## src/rtl/seq_pkg.sv

```systemverilog
//
// seq_pkg
// Shared types and widths for the run_sequencer job controller.
//   seq_state_t : job phases IDLE -> LOAD -> START -> RUN -> READ -> IDLE
//   ADDR_W      : data-memory address width
//   DATA_W      : data-memory byte width
//
`timescale 1ns/1ps

package seq_pkg;

    localparam int ADDR_W = 8;
    localparam int DATA_W = 8;

    typedef enum logic [2:0] {
        IDLE,
        LOAD,
        START,
        RUN,
        READ
    } seq_state_t;

endpackage : seq_pkg

```

## src/rtl/run_sequencer.sv

```systemverilog
//
// run_sequencer
// Job sequencer in front of the single-cycle core. It streams a program/data
// image into the core's data memory, pulses the core's start (reset), waits
// for done or a timeout, then streams a fixed result window back out.
//
// Ports:
//   clk, reset (async, active-low)
//   s_valid/s_ready/s_data/s_last     : load byte stream in
//   mem_sel/mem_wr_en/mem_addr/
//   mem_wr_data/mem_rd_data           : borrowed data-memory port
//   core_start/core_done              : core control
//   m_valid/m_ready/m_data/m_last     : readback byte stream out
//   busy, err_ovf, err_timeout        : status
//
`timescale 1ns/1ps

module run_sequencer
    import seq_pkg::*;
#(
    parameter logic [ADDR_W-1:0] LOAD_BASE = 8'd0,
    parameter logic [ADDR_W-1:0] RB_BASE   = 8'd64,
    parameter int                RB_LEN    = 8,
    parameter int                START_CYC = 2,
    parameter int                TIMEOUT   = 4096
) (
    input  logic              clk,
    input  logic              reset,
    input  logic              s_valid,
    output logic              s_ready,
    input  logic [DATA_W-1:0] s_data,
    input  logic              s_last,
    output logic              mem_sel,
    output logic              mem_wr_en,
    output logic [ADDR_W-1:0] mem_addr,
    output logic [DATA_W-1:0] mem_wr_data,
    input  logic [DATA_W-1:0] mem_rd_data,
    output logic              core_start,
    input  logic              core_done,
    output logic              m_valid,
    input  logic              m_ready,
    output logic [DATA_W-1:0] m_data,
    output logic              m_last,
    output logic              busy,
    output logic              err_ovf,
    output logic              err_timeout
);

    seq_state_t        r_state;
    logic [ADDR_W:0]   r_loadCnt;
    logic [31:0]       r_cycCnt;
    logic [ADDR_W:0]   r_rbIdx;
    logic              r_busy;
    logic              r_errOvf;
    logic              r_errTimeout;

    logic              w_sHs;
    logic              w_mHs;
    logic [ADDR_W:0]   w_loadIdx;
    logic              w_wrBeat;
    logic              w_rbLast;

    // Handshakes and the load index. The beat accepted in IDLE is beat 0,
    // so the index is forced to zero there instead of relying on the counter.
    // The MSB of the index marks a saturated counter (256 beats written).
    assign w_sHs     = s_valid & s_ready;
    assign w_mHs     = m_valid & m_ready;
    assign w_loadIdx = (r_state == IDLE) ? '0 : r_loadCnt;
    assign w_wrBeat  = w_sHs & ~w_loadIdx[ADDR_W];
    assign w_rbLast  = (r_rbIdx == (ADDR_W+1)'(RB_LEN - 1));

    // Port decode from state. The sequencer also claims the memory port for
    // the write of the very first beat, which is taken while still in IDLE.
    assign s_ready     = (r_state == IDLE) || (r_state == LOAD);
    assign m_valid     = (r_state == READ);
    assign core_start  = (r_state == START);
    assign mem_sel     = (r_state == LOAD) || (r_state == READ) || w_wrBeat;
    assign mem_wr_en   = w_wrBeat;
    assign mem_wr_data = s_data;
    assign m_data      = mem_rd_data;
    assign m_last      = m_valid & w_rbLast;
    assign busy        = r_busy;
    assign err_ovf     = r_errOvf;
    assign err_timeout = r_errTimeout;

    // Address mux: readback window in READ, load window while loading,
    // zero otherwise so the idle bus is quiet.
    always_comb begin
        mem_addr = '0;
        if (r_state == READ) begin
            mem_addr = RB_BASE + r_rbIdx[ADDR_W-1:0];
        end else if ((r_state == LOAD) || w_wrBeat) begin
            mem_addr = LOAD_BASE + w_loadIdx[ADDR_W-1:0];
        end
    end

    // Job FSM with its three counters and the registered busy/error flags.
    // r_cycCnt is shared: it times the start pulse, then restarts at zero
    // to time the RUN phase. In RUN, done is checked before the timeout so
    // a done on the final RUN cycle is not reported as a timeout.
    always_ff @(posedge clk or negedge reset) begin
        if (!reset) begin
            r_state      <= IDLE;
            r_loadCnt    <= '0;
            r_cycCnt     <= '0;
            r_rbIdx      <= '0;
            r_busy       <= 1'b0;
            r_errOvf     <= 1'b0;
            r_errTimeout <= 1'b0;
        end else begin
            case (r_state)
                IDLE: begin
                    if (w_sHs) begin
                        r_errOvf     <= 1'b0;
                        r_errTimeout <= 1'b0;
                        r_loadCnt    <= (ADDR_W+1)'(1);
                        r_cycCnt     <= '0;
                        r_busy       <= 1'b1;
                        r_state      <= s_last ? START : LOAD;
                    end
                end
                LOAD: begin
                    if (w_sHs) begin
                        if (!r_loadCnt[ADDR_W]) begin
                            r_loadCnt <= r_loadCnt + 1'b1;
                        end else begin
                            r_errOvf <= 1'b1;
                        end
                        if (s_last) begin
                            r_cycCnt <= '0;
                            r_state  <= START;
                        end
                    end
                end
                START: begin
                    if (r_cycCnt == 32'(START_CYC - 1)) begin
                        r_cycCnt <= '0;
                        r_state  <= RUN;
                    end else begin
                        r_cycCnt <= r_cycCnt + 32'd1;
                    end
                end
                RUN: begin
                    if (core_done) begin
                        r_rbIdx <= '0;
                        r_state <= READ;
                    end else if (r_cycCnt == 32'(TIMEOUT - 1)) begin
                        r_errTimeout <= 1'b1;
                        r_rbIdx      <= '0;
                        r_state      <= READ;
                    end else begin
                        r_cycCnt <= r_cycCnt + 32'd1;
                    end
                end
                READ: begin
                    if (w_mHs) begin
                        if (w_rbLast) begin
                            r_loadCnt <= '0;
                            r_busy    <= 1'b0;
                            r_state   <= IDLE;
                        end else begin
                            r_rbIdx <= r_rbIdx + 1'b1;
                        end
                    end
                end
                default: begin
                    r_busy  <= 1'b0;
                    r_state <= IDLE;
                end
            endcase
        end
    end

endmodule : run_sequencer

```

## config.mk

```make
export PLATFORM = sky130hd
export DESIGN_NAME = run_sequencer
export DESIGN_NICKNAME = d
export VERILOG_FILES = /design/src/rtl/seq_pkg.sv /design/src/rtl/run_sequencer.sv
export SDC_FILE = /design/constraint.sdc
export NUM_CORES = 1
export LEC_CHECK = 0
export BUFFER_PORTS_ARGS = -buffer_cell sky130_fd_sc_hd__buf_4
export CAP_MARGIN = 20
export CORE_MARGIN = 2
export CORE_UTILIZATION = 52
export DETAILED_ROUTE_END_ITERATION = 12
export PLACE_DENSITY = 0.77
export SKIP_CTS_REPAIR_TIMING = 1
export SLEW_MARGIN = 40
export SYNTH_ARGS = -nofsm -noshare
export SYNTH_HDL_FRONTEND = slang
export SYNTH_SLANG_ARGS = --single-unit
```

## constraint.sdc

```tcl
create_clock -name clk -period 2.35 [get_ports clk]
set_input_delay 0 -clock clk [delete_from_list [all_inputs] [get_ports clk]]
set_output_delay 0 -clock clk [all_outputs]
set_load 0.02 [all_outputs]
```

# After elaboration in Yosys (flattened, before gate mapping)
# Index checks and enable logic that the tools add are counted.
dict set report totals {
  inputBits 22
  regBits 56
  ram_bits 0
  memories 0
  out_inout_bits 33
  elab_cells 99
  latch_bits 0
  romBits 0
}
dict set report op_classes {
  n_reduce_logical 19
  muxes 42
  n_div 0
  bitwise_logic 6
  n_lt_le_gt_ge 0
  shifts 0
  add_sub_neg 4
  n_eq_ne 20
  multipliers 0
}
# operator n
set ops {}
lappend ops {{32-bit 2-to-1 mux} 6}
lappend ops {{32-bit one-hot mux with 4 select lines} 1}
lappend ops {{9-bit 2-to-1 mux} 10}
lappend ops {{32-bit by 1-bit adder with 32-bit output, second input constant} 1}
lappend ops {{32-bit by 1-bit == test with 1-bit output, second input constant} 1}
lappend ops {{32-bit by 12-bit == test with 1-bit output, second input constant} 1}
lappend ops {{9-bit one-hot mux with 3 select lines} 1}
lappend ops {{3-bit 2-to-1 mux} 8}
lappend ops {{9-bit by 1-bit adder with 9-bit output, second input constant} 2}
lappend ops {{2-bit inequality test, second input constant} 9}
lappend ops {{9-bit one-hot mux with 2 select lines} 1}
lappend ops {{8-bit 2-to-1 mux} 2}
lappend ops {{4-bit AND reduction} 4}
lappend ops {{3-bit one-hot mux with 5 select lines} 1}
lappend ops {{6-bit AND reduction} 2}
lappend ops {{9-bit by 3-bit == test with 1-bit output, second input constant} 1}
lappend ops {{7-bit by 8-bit adder with 8-bit output, first input constant} 1}
lappend ops {{1-bit 2-to-1 mux} 8}
lappend ops {{7-bit AND reduction} 1}
lappend ops {{3-bit by 2-bit == test with 1-bit output, second input constant} 2}
lappend ops {{2-bit by 1-bit inequality test with 1-bit output, second input constant} 3}
lappend ops {{2-bit nonzero test} 3}
lappend ops {{5-bit AND reduction} 1}
lappend ops {{1-bit bitwise AND} 4}
lappend ops {{other kinds (12)} 17}

# Logic depth before layout (Yosys ltp)
# Gate-level depths: netlist of the first run.
dict set report depth {
  depth_word 7
  mapped_depth 9
  depth_no_buf 7
}

# Worst setup path after synthesis of the first run
# No wires, ideal clock.
dict set report synth_path {
  kind {register to register}
  startpoint {register r_cycCnt[27]}
  endpoint {register r_cycCnt[9]}
  required_ps 2229
  setup_time_ps 121
  slack_ps 54
  t_arrival_ps 2174
  stages_incl_launch_ff 8
  n_path_buf 2
  period_less_slack_ps 2296
  cell_sequence {dfrtp_1 or4_4 nand4b_1 o21a_1 buf_2 buf_2 a211o_1 a22o_2}
}
dict set report synth_via {
  elab_chain_len 3
  word_cells_on_any_way 6
  cone_classes {3 x eq/ne; 2 x mux; 1 x reduce/logical}
}
# item line_no
set synth_rtl {}
lappend synth_rtl {{start, declared} run_sequencer.sv:51} ;# logic [31:0] r_cycCnt;
lappend synth_rtl {{start signal, assigned} run_sequencer.sv:140} ;# r_cycCnt <= r_cycCnt + 32'd1;
lappend synth_rtl {{start signal, assigned} run_sequencer.sv:152} ;# r_cycCnt <= r_cycCnt + 32'd1;
lappend synth_rtl {{32-bit by 12-bit == test with 1-bit output / 32-bit by 1-bit == test with 1-bit output (equally long branches)} {run_sequencer.sv:147, run_sequencer.sv:136}}
lappend synth_rtl {{2-bit inequality test (no source line) / 32-bit 2-to-1 mux (equally long branches)} --}
lappend synth_rtl {{6-bit AND reduction (no source line) / 32-bit one-hot mux with 4 select lines (equally long branches)} --}
# Parallel ways exist; a longest one is shown, timed or not.
# A chain may end at the register's enable or synchronous reset.

# Final worst setup path of the first run
dict set report layout_path {
  startpoint {register r_cycCnt[24]}
  endpoint {register r_cycCnt[17]}
}
# The elaborated chain is that of the path after synthesis.

==> reports/results.tsv, run 1 <==
stage	metric	value	unit
setup_path	CP required	2.60	ns
setup_path	Critical path origin	r_cycCnt[24]	
layout	fin util	60.9	%
timing	slew of the pin with the lowest slew margin	0.730	ns
timing	fin worst setup slack	0.0616	ns
setup_path	CP cell instances	nor4_1, nand4_1, buf_4, nor4_2, buf_4, or2_2, a221o_1	
die	Die Height	90.1	um
setup_path	CP Launch Type	flip-flop	
detailed_routing	Remaining DRCs	0	
timing	Max Fclk	437	MHz
yosys	most frequent cell after synthesis	dfrtp_1	
pwr	Leak	1.81	nW
detailed_routing	Pre-Repair DR Iteration Count	5	
placement	RD Place Congestion	0.971	
setup_path	worst r2r src	r_cycCnt[24]	
clock_network	clk root buf	clkbuf_8	
global_routing	gr usage total	25.4	%
layout	post-route cell area	4390	sq um
yosys	Commonest cells post-synth	dfrtp_1 (56), nor2_1 (39), o21ai_0 (27)	
detailed_routing	Initial DRC Count	349	
layout	Non-Filler Instances	572	
yosys	Top FF cell, synth	dfrtp_1	
die	die area	8110	sq um
worst_hold_path	hold_sp	mem_rd_data[1]	
yosys	Post-Syn Instances	439	
detailed_routing	drt total wl	10.6	mm
global_routing	vias in the first global route	3470	
setup_path	max incr delay on CP	0.46	ns
timing	crit share post-route	97.4	%
layout	area grow syn2layout	14.0	%
yosys	ys async rst share	100	%
die	core area	7210	sq um
setup_path	critical path capture point type	flip-flop	
pwr	Pwr Density	721	nW/um^2
yosys	syn_area_per_cell	8.77	sq um
yosys	area leader, netlist	dfrtp_1	
pwr	total power	3.16	mW
clock_network	CTS Buf Count	5	
worst_hold_path	Hold Crit Class	in2out	
yosys	Warnings, synthesis	0	
setup_path	CP Data Arrival Time	2.53	ns
timing	Period minus WS final	2.29	ns
layout	# diodes	0	
die	initial cell density of the core	53.4	%
layout	Post-layout nets	502	
clock_network	clk buf depth	2	
placement	Placed Cells	561	
placement	pre-CTS setup slack	-0.0399	ns
placement	DP HPWL	7.45	mm
yosys	Synth cell types	64	
timing	Max Clock Skew	0.0142	ns
detailed_routing	routed len/inst	18.6	um
layout	share of layout cells above drive strength 1	21.1	%
setup_path	crit path max fanout	9	
global_routing	initial antenna violation count	0	
clock_network	clk slew on worst S/H paths	0.10	ns
detailed_routing	vias after detailed routing	3788	
timing	Slew Limit Fails	0	
die	Site Rows	31	
yosys	Syn Nets	468	
status	status	finished clean	
yosys	Yosys top cell area share	36.4	%
die	width of the die	90.1	um
detailed_routing	via/cell ratio	6.62	
clock_network	CTS tree	done	
placement	IO Port Bufs	22	
setup_path	CP max stage cell	dfrtp_1	
yosys	Post-Syn Area	3850	sq um
detailed_routing	Final ANT Viol Nets	0	
yosys	Post-synth EDFFs	0	
clock_network	htree depth	2	
die	io pins	55	
setup_path	Setup Crit Path Kind	reg2reg	
timing	Setup-failing EPs final	0	
yosys	#FFs+latches synth	56	
clock_network	Worst-Skew Late Latency	0.32	ns
timing	Hold Vio Cnt, Final	0	
yosys	register area share after synthesis	36.4	%
global_routing	pin count of the biggest net entering global routing	57	
clock_network	TritonCTS Sinks	56	
global_routing	first-pass GRT wire length	17.1	mm
yosys	main area contributors after synthesis	dfrtp_1 (36%), a211o_1 (4.5%), nor2_1 (3.8%)	
pwr	Worst IR Drop VDD	0.447	mV
setup_path	crit-path most repeated cell	buf_4	
run	max cap viols	0	
placement	Post-DP Area	4240	sq um
timing	Slew Limit Headroom	51.3	%
global_routing	grt ovf	0	
==> through the flow <==
| stage | hold WS [ns] | TNS, ns |
|---|---|---|
| final | 0.00000881 | 0 |
| after global routing | 0.0000273 | -0.00653 |
| after CTS | -0.226 | -0.315 |
| after detailed placement | 0.000137 | -0.125 |
| after global placement | 0.000137 | 0 |
| after floorplan | -0.296 | 0 |
==> cells by family after synthesis <==
family,after synthesis,share of synthesized area [%]
simple gates,169,24.5
compound gates,140,27.0
buf+inv,64,9.00
flops,56,36.4
fa+ha+maj,7,2.27
mux,3,0.812
==> layer usage <==
| layer | vias up | share of wire [%] | global-route usage [%] |
|---|---|---|---|
| li1 | 1751 | - | - |
| met3 | 16 | 6.8 | 3.27 |
| met2 | 177 | 50 | 41.9 |
| met4 | 0 | 1.9 | 9.74 |
| met1 | 1844 | 42 | 34.1 |
| met5 | - | 0 | 0 |
==> power by group <==
part	total (mW)	switching, mW	internal (mW)
logic	1.36	0.751	0.610
registers	1.29	0.174	1.11
clock network	0.516	0.312	0.204
total	3.16	1.24	1.93
==> critical path: cells and delay by family (launching register included) <==
kind            cells  cell delay, ns
simple gates        4            1.14
compound gates      1            0.17
flops               1            0.46
buf+inv             2            0.44
==> state kept, by name, summed over array words and instances (netlist names) <==
name	count
busy	1
r_loadCnt	9
err_timeout	1
r_cycCnt	32
err_ovf	1
r_rbIdx	9
r_state	3
==> path summary, 6_finish.rpt <==
kind                                      to  slack (ns)  depth (start not counted)
worst max-delay path            r_cycCnt[17]        0.06                          7
min in group asynchronous       r_cycCnt[26]        0.27                          2
worst min register to register          busy        0.51                          1
max in group asynchronous       r_cycCnt[17]        1.53                          2
worst max register to register  r_cycCnt[17]        0.06                          7
worst min-delay path               m_data[1]    0.000009                          0
==> layout by cell type, fill, tap and decap left out, drive strengths merged, types with 4 or more instances in the layout <==
cell type	instances
buf	70
dfrtp	56
nor2	39
o21ai	27
nand3	26
nand2	22
a211o	20
inv	19
nand4	17
nor3	12
nor4	12
a22o	11
a2111oi	11
a21o	10
a21oi	8
a22oi	8
ha	7
and3	6
o211ai	6
a31oi	6
o31ai	6
or3	6
clkbuf	6
nand2b	5
or4	5
a211oi	4
and4	4
==> cell type report <==
cell class | count | area (sq um)
Timing Repair Buffer | 71 | 561
Multi-Input combinational cell | 319 | 2150
Clock inverter | 1 | 5.00
Inverter | 20 | 75.1
Tap cell | 99 | 124
Clock buffer | 6 | 72.6
Sequential cell | 56 | 1400
Fill cell | 647 | 2820
Power figures use the tool's default switching activity.
==> run 2, diff against run 1 <==
--- a/config.mk
+++ b/config.mk
@@ -8,9 +8,11 @@
 export BUFFER_PORTS_ARGS = -buffer_cell sky130_fd_sc_hd__buf_4
 export CAP_MARGIN = 20
 export CORE_MARGIN = 2
-export CORE_UTILIZATION = 52
+export CORE_UTILIZATION = 38
 export DETAILED_ROUTE_END_ITERATION = 12
-export PLACE_DENSITY = 0.77
+export GPL_ROUTABILITY_DRIVEN = 0
+export HOLD_SLACK_MARGIN = 0.08
+export PLACE_DENSITY = 0.6
 export SKIP_CTS_REPAIR_TIMING = 1
 export SLEW_MARGIN = 40
 export SYNTH_ARGS = -nofsm -noshare
==> run 2 against run 1 <==
  * The flow now finishes with violations (setup timing)
  * Sequential cell count unchanged
  * Sequential share of layout area decreased by 3.6 points
  * Worst setup slack got worse by 0.096 ns
  * Clock power increased by 10%
  * Clock skew decreased by 0.0067 ns
  * Die area increased by 35%
  * Cell area increased by 13%
  * Routed wire length increased by 8.7%
  * Largest power group unchanged
==> reports/results.tsv, run 2 (same netlist as run 1, synthesis figures left out) <==
stage	metric	value	unit	change
status	status	complete, but fails checks		
status	failing checks	setup timing		
layout	Post-layout nets	552		+10%
setup_path	CP required	2.57	ns	-0.03 ns
layout	most frequent cells in the layout	buf_4 (94), dfrtp_1 (56), nor2_1 (39)		
setup_path	CP Launch Type	flip-flop		
die	core area	9820	sq um	+36%
layout	Largest Register	r_cycCnt		
clock_network	clk root buf	clkbuf_8		
placement	Placed Cells	623		+11%
layout	post-route cell area	4950	sq um	+13%
global_routing	first-pass GRT wire length	18.4	mm	+7.5%
layout	area grow syn2layout	28.6	%	
timing	Slew Limit Fails	0		unchanged
detailed_routing	via/cell ratio	6.00		-9.4%
timing	Hold Vio Cnt, Final	0		unchanged
placement	DP HPWL	8.02	mm	+7.6%
timing	WHS	0.0837	ns	+0.0837 ns
global_routing	pin count of the biggest net entering global routing	57		unchanged
setup_path	Buffers & Inverters on Critical Path	1		-1
placement	Post-DP Area	4520	sq um	+6.8%
die	Site Rows	36		+16%
layout	FILL cells	956		+48%
global_routing	gr usage total	20.6	%	-4.7 points
timing	crit share post-route	101	%	+4.1 points
run	max cap viols	0		unchanged
clock_network	CTS tree	done		
worst_hold_path	Hold Crit Class	in2reg		
pwr	Pwr Density	680	nW/um^2	-5.7%
timing	Setup-failing EPs final	6		+6
layout	Top Registers	r_cycCnt: 32 flops, r_loadCnt: 9 flops, r_rbIdx: 9 flops		
setup_path	Setup Crit Path Kind	reg2reg		
global_routing	initial antenna violation count	0		unchanged
timing	RSZ-0062 raised after global routing	true		
global_routing	grt ovf	0		unchanged
clock_network	CTS Buf Count	5		unchanged
clock_network	TritonCTS Sinks	56		unchanged
die	die area	11000	sq um	+35%
layout	max reg flops	32		unchanged
detailed_routing	routed len/inst	17.6	um	-5.3%
setup_path	FF-to-FF setup slack	-0.03	ns	-0.10 ns
detailed_routing	Final ANT Viol Nets	0		unchanged
detailed_routing	Initial DRC Count	234		-33%
setup_path	CP Data Arrival Time	2.60	ns	+0.07 ns
detailed_routing	drt total wl	11.5	mm	+8.7%
detailed_routing	Pre-Repair DR Iteration Count	5		unchanged
clock_network	Worst-Skew Late Latency	0.32	ns	about the same
timing	Max Fclk	419	MHz	-4.0%
die	io pins	55		unchanged
placement	IO Port Bufs	22		unchanged
clock_network	clk slew on worst S/H paths	0.10	ns	about the same
clock_network	clk buf depth	2		unchanged
die	initial cell density of the core	39.2	%	-14 points
setup_path	CP cell instances	or4_4, nand4b_1, o21a_2, buf_4, a211o_1, a22o_1		
setup_path	critical path capture point type	flip-flop		
setup_path	CP max stage cell	or4_4		
setup_path	CP delay by family, top	simple AND/OR/NAND/NOR gates		
setup_path	crit path max fanout	10		+1
layout	Non-Filler Instances	657		+15%
pwr	Worst IR Drop VDD	0.306	mV	-32%
layout	share of layout cells above drive strength 1	26.5	%	+5.4 points
layout	# diodes	0		unchanged
timing	Slew Limit Headroom	50.5	%	-0.88 points
detailed_routing	Remaining DRCs	0		unchanged
setup_path	max incr delay on CP	0.57	ns	+0.11 ns
placement	pre-CTS setup slack	-0.0204	ns	+0.0194 ns
pwr	Leak	2.09	nW	+16%
die	width of the die	105	um	+16%
die	Die Height	105	um	+16%
timing	fin worst setup slack	-0.0343	ns	-0.0959 ns
timing	Period minus WS final	2.38	ns	+0.0959 ns
clock_network	htree depth	2		unchanged
timing	slew of the pin with the lowest slew margin	0.743	ns	+0.0132 ns
pwr	total power	3.37	mW	+6.3%
global_routing	vias in the first global route	3650		+5.2%
layout	most common cell after layout, fill and taps aside	buf_4		
detailed_routing	vias after detailed routing	3941		+4.0%
timing	Max Clock Skew	0.00752	ns	-0.00669 ns
[run 2: changes by cell type in the layout (fill, tap and decap cells not counted), sizes merged]
cell,previous run,this run
buf,70,101
dlygate4sd3,1,19
clkbuf,6,7
clkinv,2,3
[run 2: power by group]
group / total, mW / internal (mW) / switching [mW]
logic: 1.55 / 0.719 / 0.833
clock network: 0.570 / 0.237 / 0.333
registers: 1.24 / 1.11 / 0.130
total: 3.37 / 2.07 / 1.30
[run 2: worst paths after layout]
check	to	cells past startpoint	from
worst max-delay path	r_cycCnt[16]	6	r_cycCnt[29]
worst min-delay path	r_state[0]	4	s_last
worst max register to register	r_cycCnt[16]	6	r_cycCnt[29]
worst min register to register	err_ovf	2	err_ovf
max in group asynchronous	r_cycCnt[10]	2	reset
min in group asynchronous	r_loadCnt[4]	2	reset
[run 2: metrics by stage]
step | setup TNS, ns | utilization [%]
global route | -1.00 | 50.4
finish | -0.0933 | 50.4
floorplan | 0 | -
detailed placement | -0.0395 | 46.1
CTS | -0.134 | 47.0
global placement | -1.64 | 46.0
[run 2: metal layers]
metal | up-vias | wire, um | track usage (%)
met3 | 18 | 648 | 2.74
met5 | - | 0 | 0
met1 | 1922 | 5390 | 28.9
met2 | 147 | 5300 | 32.9
met4 | 0 | 205 | 6.76
li1 | 1854 | - | -
[run 2: final cells by class]
class | count | area (sq um) | area share (%)
Clock buffer | 6 | 82.6 | 1.67
Clock inverter | 2 | 10.0 | 0.202
Inverter | 20 | 75.1 | 1.52
Multi-Input combinational cell | 319 | 2180 | 44.0
Sequential cell | 56 | 1400 | 28.3
Tap cell | 133 | 166 | 3.36
Timing Repair Buffer | 121 | 1030 | 20.9
[run 2: worst reg2reg max path, cell delays in order, from the launching register on]
cell      delay [ns]
dfrtp_1         0.41
or4_4           0.57
nand4b_1        0.30
o21a_2          0.33
buf_4           0.19
a211o_1         0.26
a22o_1          0.22
==> run 3, diff against run 2 <==
--- a/config.mk
+++ b/config.mk
@@ -11,6 +11,7 @@
 export CORE_UTILIZATION = 38
 export DETAILED_ROUTE_END_ITERATION = 12
 export GPL_ROUTABILITY_DRIVEN = 0
+export GPL_TIMING_DRIVEN = 0
 export HOLD_SLACK_MARGIN = 0.08
 export PLACE_DENSITY = 0.6
 export SKIP_CTS_REPAIR_TIMING = 1
==> run 3 against run 2 <==
  * The flow still finishes with violations (setup timing)
  * Clock skew increased by 0.0018 ns
  * Routed wire length decreased by 1.4%
  * First-iteration DRC count increased by 32%
  * Combinational power decreased by 10%
  * Cell area decreased by 3.9%
  * Non-clock buffer count decreased by 16
  * Count of clock-buffer cells in the layout decreased by 1
  * Largest power group unchanged
==> reports/results.tsv, run 3 (same netlist as run 1, synthesis figures left out) <==
stage	metric	value	unit	change
status	status	complete, but fails checks		
status	failing checks	setup timing		
global_routing	first-pass GRT wire length	17.8	mm	-3.4%
timing	Slew Limit Fails	0		unchanged
die	Die Height	105	um	unchanged
setup_path	CP delay by family, top	simple AND/OR/NAND/NOR gates		
worst_hold_path	hold path depth	4		unchanged
timing	Setup-failing EPs final	5		-1
setup_path	CP cell instances	or4_4, nand4b_1, o21a_1, buf_6, buf_8, a211o_1, a22o_2		
detailed_routing	Pre-Repair DR Iteration Count	5		unchanged
clock_network	clk buf depth	2		unchanged
setup_path	CP max stage cell	or4_4		
placement	DP HPWL	7.86	mm	-2.1%
timing	fin worst setup slack	-0.0544	ns	-0.0201 ns
timing	WHS	0.0966	ns	+0.0129 ns
detailed_routing	highest routed metal layer	met4		
layout	# diodes	0		unchanged
clock_network	CTS tree	done		
timing	Max Fclk	416	MHz	-0.84%
setup_path	crit path max fanout	10		unchanged
pwr	Leak	1.96	nW	-6.1%
pwr	total power	3.28	mW	-2.5%
setup_path	Critical path origin	r_cycCnt[30]		
setup_path	critical path capture point type	flip-flop		
worst_hold_path	Hold Crit Class	in2reg		
layout	area grow syn2layout	23.5	%	
global_routing	vias in the first global route	3523		-3.5%
detailed_routing	WL met1	5.16	mm	-4.3%
layout	Largest Register	r_cycCnt		
pwr	Worst IR Drop VDD	0.287	mV	-6.4%
pwr	Pwr Density	690	nW/um^2	+1.5%
detailed_routing	Remaining DRCs	0		unchanged
clock_network	TritonCTS Sinks	56		unchanged
clock_network	clk root buf	clkbuf_8		
run	max cap viols	0		unchanged
detailed_routing	Final ANT Viol Nets	0		unchanged
clock_network	CTS Buf Count	5		unchanged
clock_network	htree depth	2		unchanged
worst_hold_path	Hold Path Sink	r_state[0]		
timing	Period minus WS final	2.40	ns	+0.0201 ns
detailed_routing	Initial DRC Count	308		+32%
setup_path	Setup Crit Path Kind	reg2reg		
clock_network	Worst-Skew Late Latency	0.33	ns	about the same
die	io pins	55		unchanged
timing	Slew Limit Headroom	47.2	%	-3.3 points
global_routing	initial antenna violation count	0		unchanged
timing	crit share post-route	102	%	+0.86 points
setup_path	CP Launch Type	flip-flop		
detailed_routing	via/cell ratio	6.09		+1.6%
die	Site Rows	36		unchanged
global_routing	gr usage total	19.9	%	-0.70 points
layout	Post-layout nets	536		-2.9%
layout	share of layout cells above drive strength 1	27.6	%	+1.1 points
placement	pre-CTS setup slack	-0.589	ns	-0.568 ns
worst_hold_path	hold_sp	s_last		
layout	area of the multi-input gates	2230	sq um	+2.2%
global_routing	pin count of the biggest net entering global routing	57		unchanged
global_routing	grt ovf	0		unchanged
detailed_routing	drt total wl	11.4	mm	-1.4%
layout	most common cell after layout, fill and taps aside	buf_4		
timing	Max Clock Skew	0.00929	ns	+0.00177 ns
setup_path	FF-to-FF setup slack	-0.05	ns	-0.02 ns
die	width of the die	105	um	unchanged
detailed_routing	routed len/inst	17.8	um	+1.2%
timing	RSZ-0062 raised after global routing	true		
detailed_routing	DR WL met2	5.39	mm	+1.7%
die	die area	11000	sq um	unchanged
setup_path	RR Endpoint	r_cycCnt[9]		
setup_path	R2R cell count	7		+1
setup_path	CP Data Arrival Time	2.63	ns	+0.03 ns
layout	FILL cells	966		+1.0%
setup_path	CP required	2.58	ns	about the same
layout	Top Registers	r_cycCnt: 32 flops, r_loadCnt: 9 flops, r_rbIdx: 9 flops		
die	initial cell density of the core	39.2	%	unchanged
die	core area	9820	sq um	unchanged
clock_network	clk slew on worst S/H paths	0.11	ns	about the same
placement	IO Port Bufs	38		+73%
timing	Hold Vio Cnt, Final	0		unchanged
detailed_routing	vias after detailed routing	3900		-1.0%
layout	max reg flops	32		unchanged
setup_path	worst r2r src	r_cycCnt[30]		
timing	slew of the pin with the lowest slew margin	0.785	ns	+0.0421 ns
detailed_routing	Detail Route met3 WL	663	um	+2.3%
layout	FF/Latch Area	1410	sq um	+0.63%
setup_path	max incr delay on CP	0.57	ns	about the same
setup_path	Buffers & Inverters on Critical Path	2		+1
layout	most frequent cells in the layout	buf_4 (80), dfrtp_1 (49), nor2_1 (39)		
[run 3: changes by cell type in the layout (fill, tap and decap cells not counted), sizes merged]
cell	delta
buf	-10
clkbuf	+9
clkinv	-1
clkinvlp	+1
dlygate4sd3	-16
[run 3: layer usage]
metal | track usage [%] | vias to the layer above
li1 | - | 1816
met5 | 0 | -
met1 | 27.5 | 1922
met4 | 5.33 | 0
met2 | 33.0 | 148
met3 | 2.56 | 14
[run 3: layout make-up]
cell class,instances,share of cell area [%]
Multi-Input combinational cell,319,46.9
Sequential cell,56,29.7
Timing Repair Buffer,64,10.5
Buffer,41,6.16
Tap cell,133,3.50
Inverter,20,1.58
Clock buffer,5,1.45
Clock inverter,2,0.263
[run 3: how the worst max path moves through the flow]
stage	cells after the start	to
floorplan	7	r_cycCnt[9]
finish	7	r_cycCnt[9]
global route	7	r_cycCnt[11]
CTS	7	r_cycCnt[9]
detailed placement	7	r_cycCnt[9]
global placement	7	r_cycCnt[9]
[run 3: worst register-to-register path: stages (launching register included)]
cell and delay (ns):
dfrtp_1 0.42, or4_4 0.57, nand4b_1 0.28, o21a_1 0.25, buf_6 0.15, buf_8 0.15, a211o_1 0.25, a22o_2 0.25
[run 3: through the flow]
step / std cells / cell area [sq um] / TNS (ns) / util, %
2_1_floorplan: 439 / 3850 / 0 / -
3_3_place_gp: 610 / 4300 / -17.16 / 43.8
3_5_place_dp: 610 / 4310 / -16.30 / 43.9
4_1_cts: 617 / 4390 / -17.67 / 44.7
5_1_grt: 640 / 4760 / -1.65 / 48.4
6_report: 640 / 4760 / -0.187 / 48.4
[run 3: where the power goes]
part           total (mW)  internal [mW]  switching, mW
Combinational        1.39          0.645          0.747
Sequential           1.33           1.12          0.216
Clock               0.555          0.204          0.352
Total                3.28           1.97           1.32
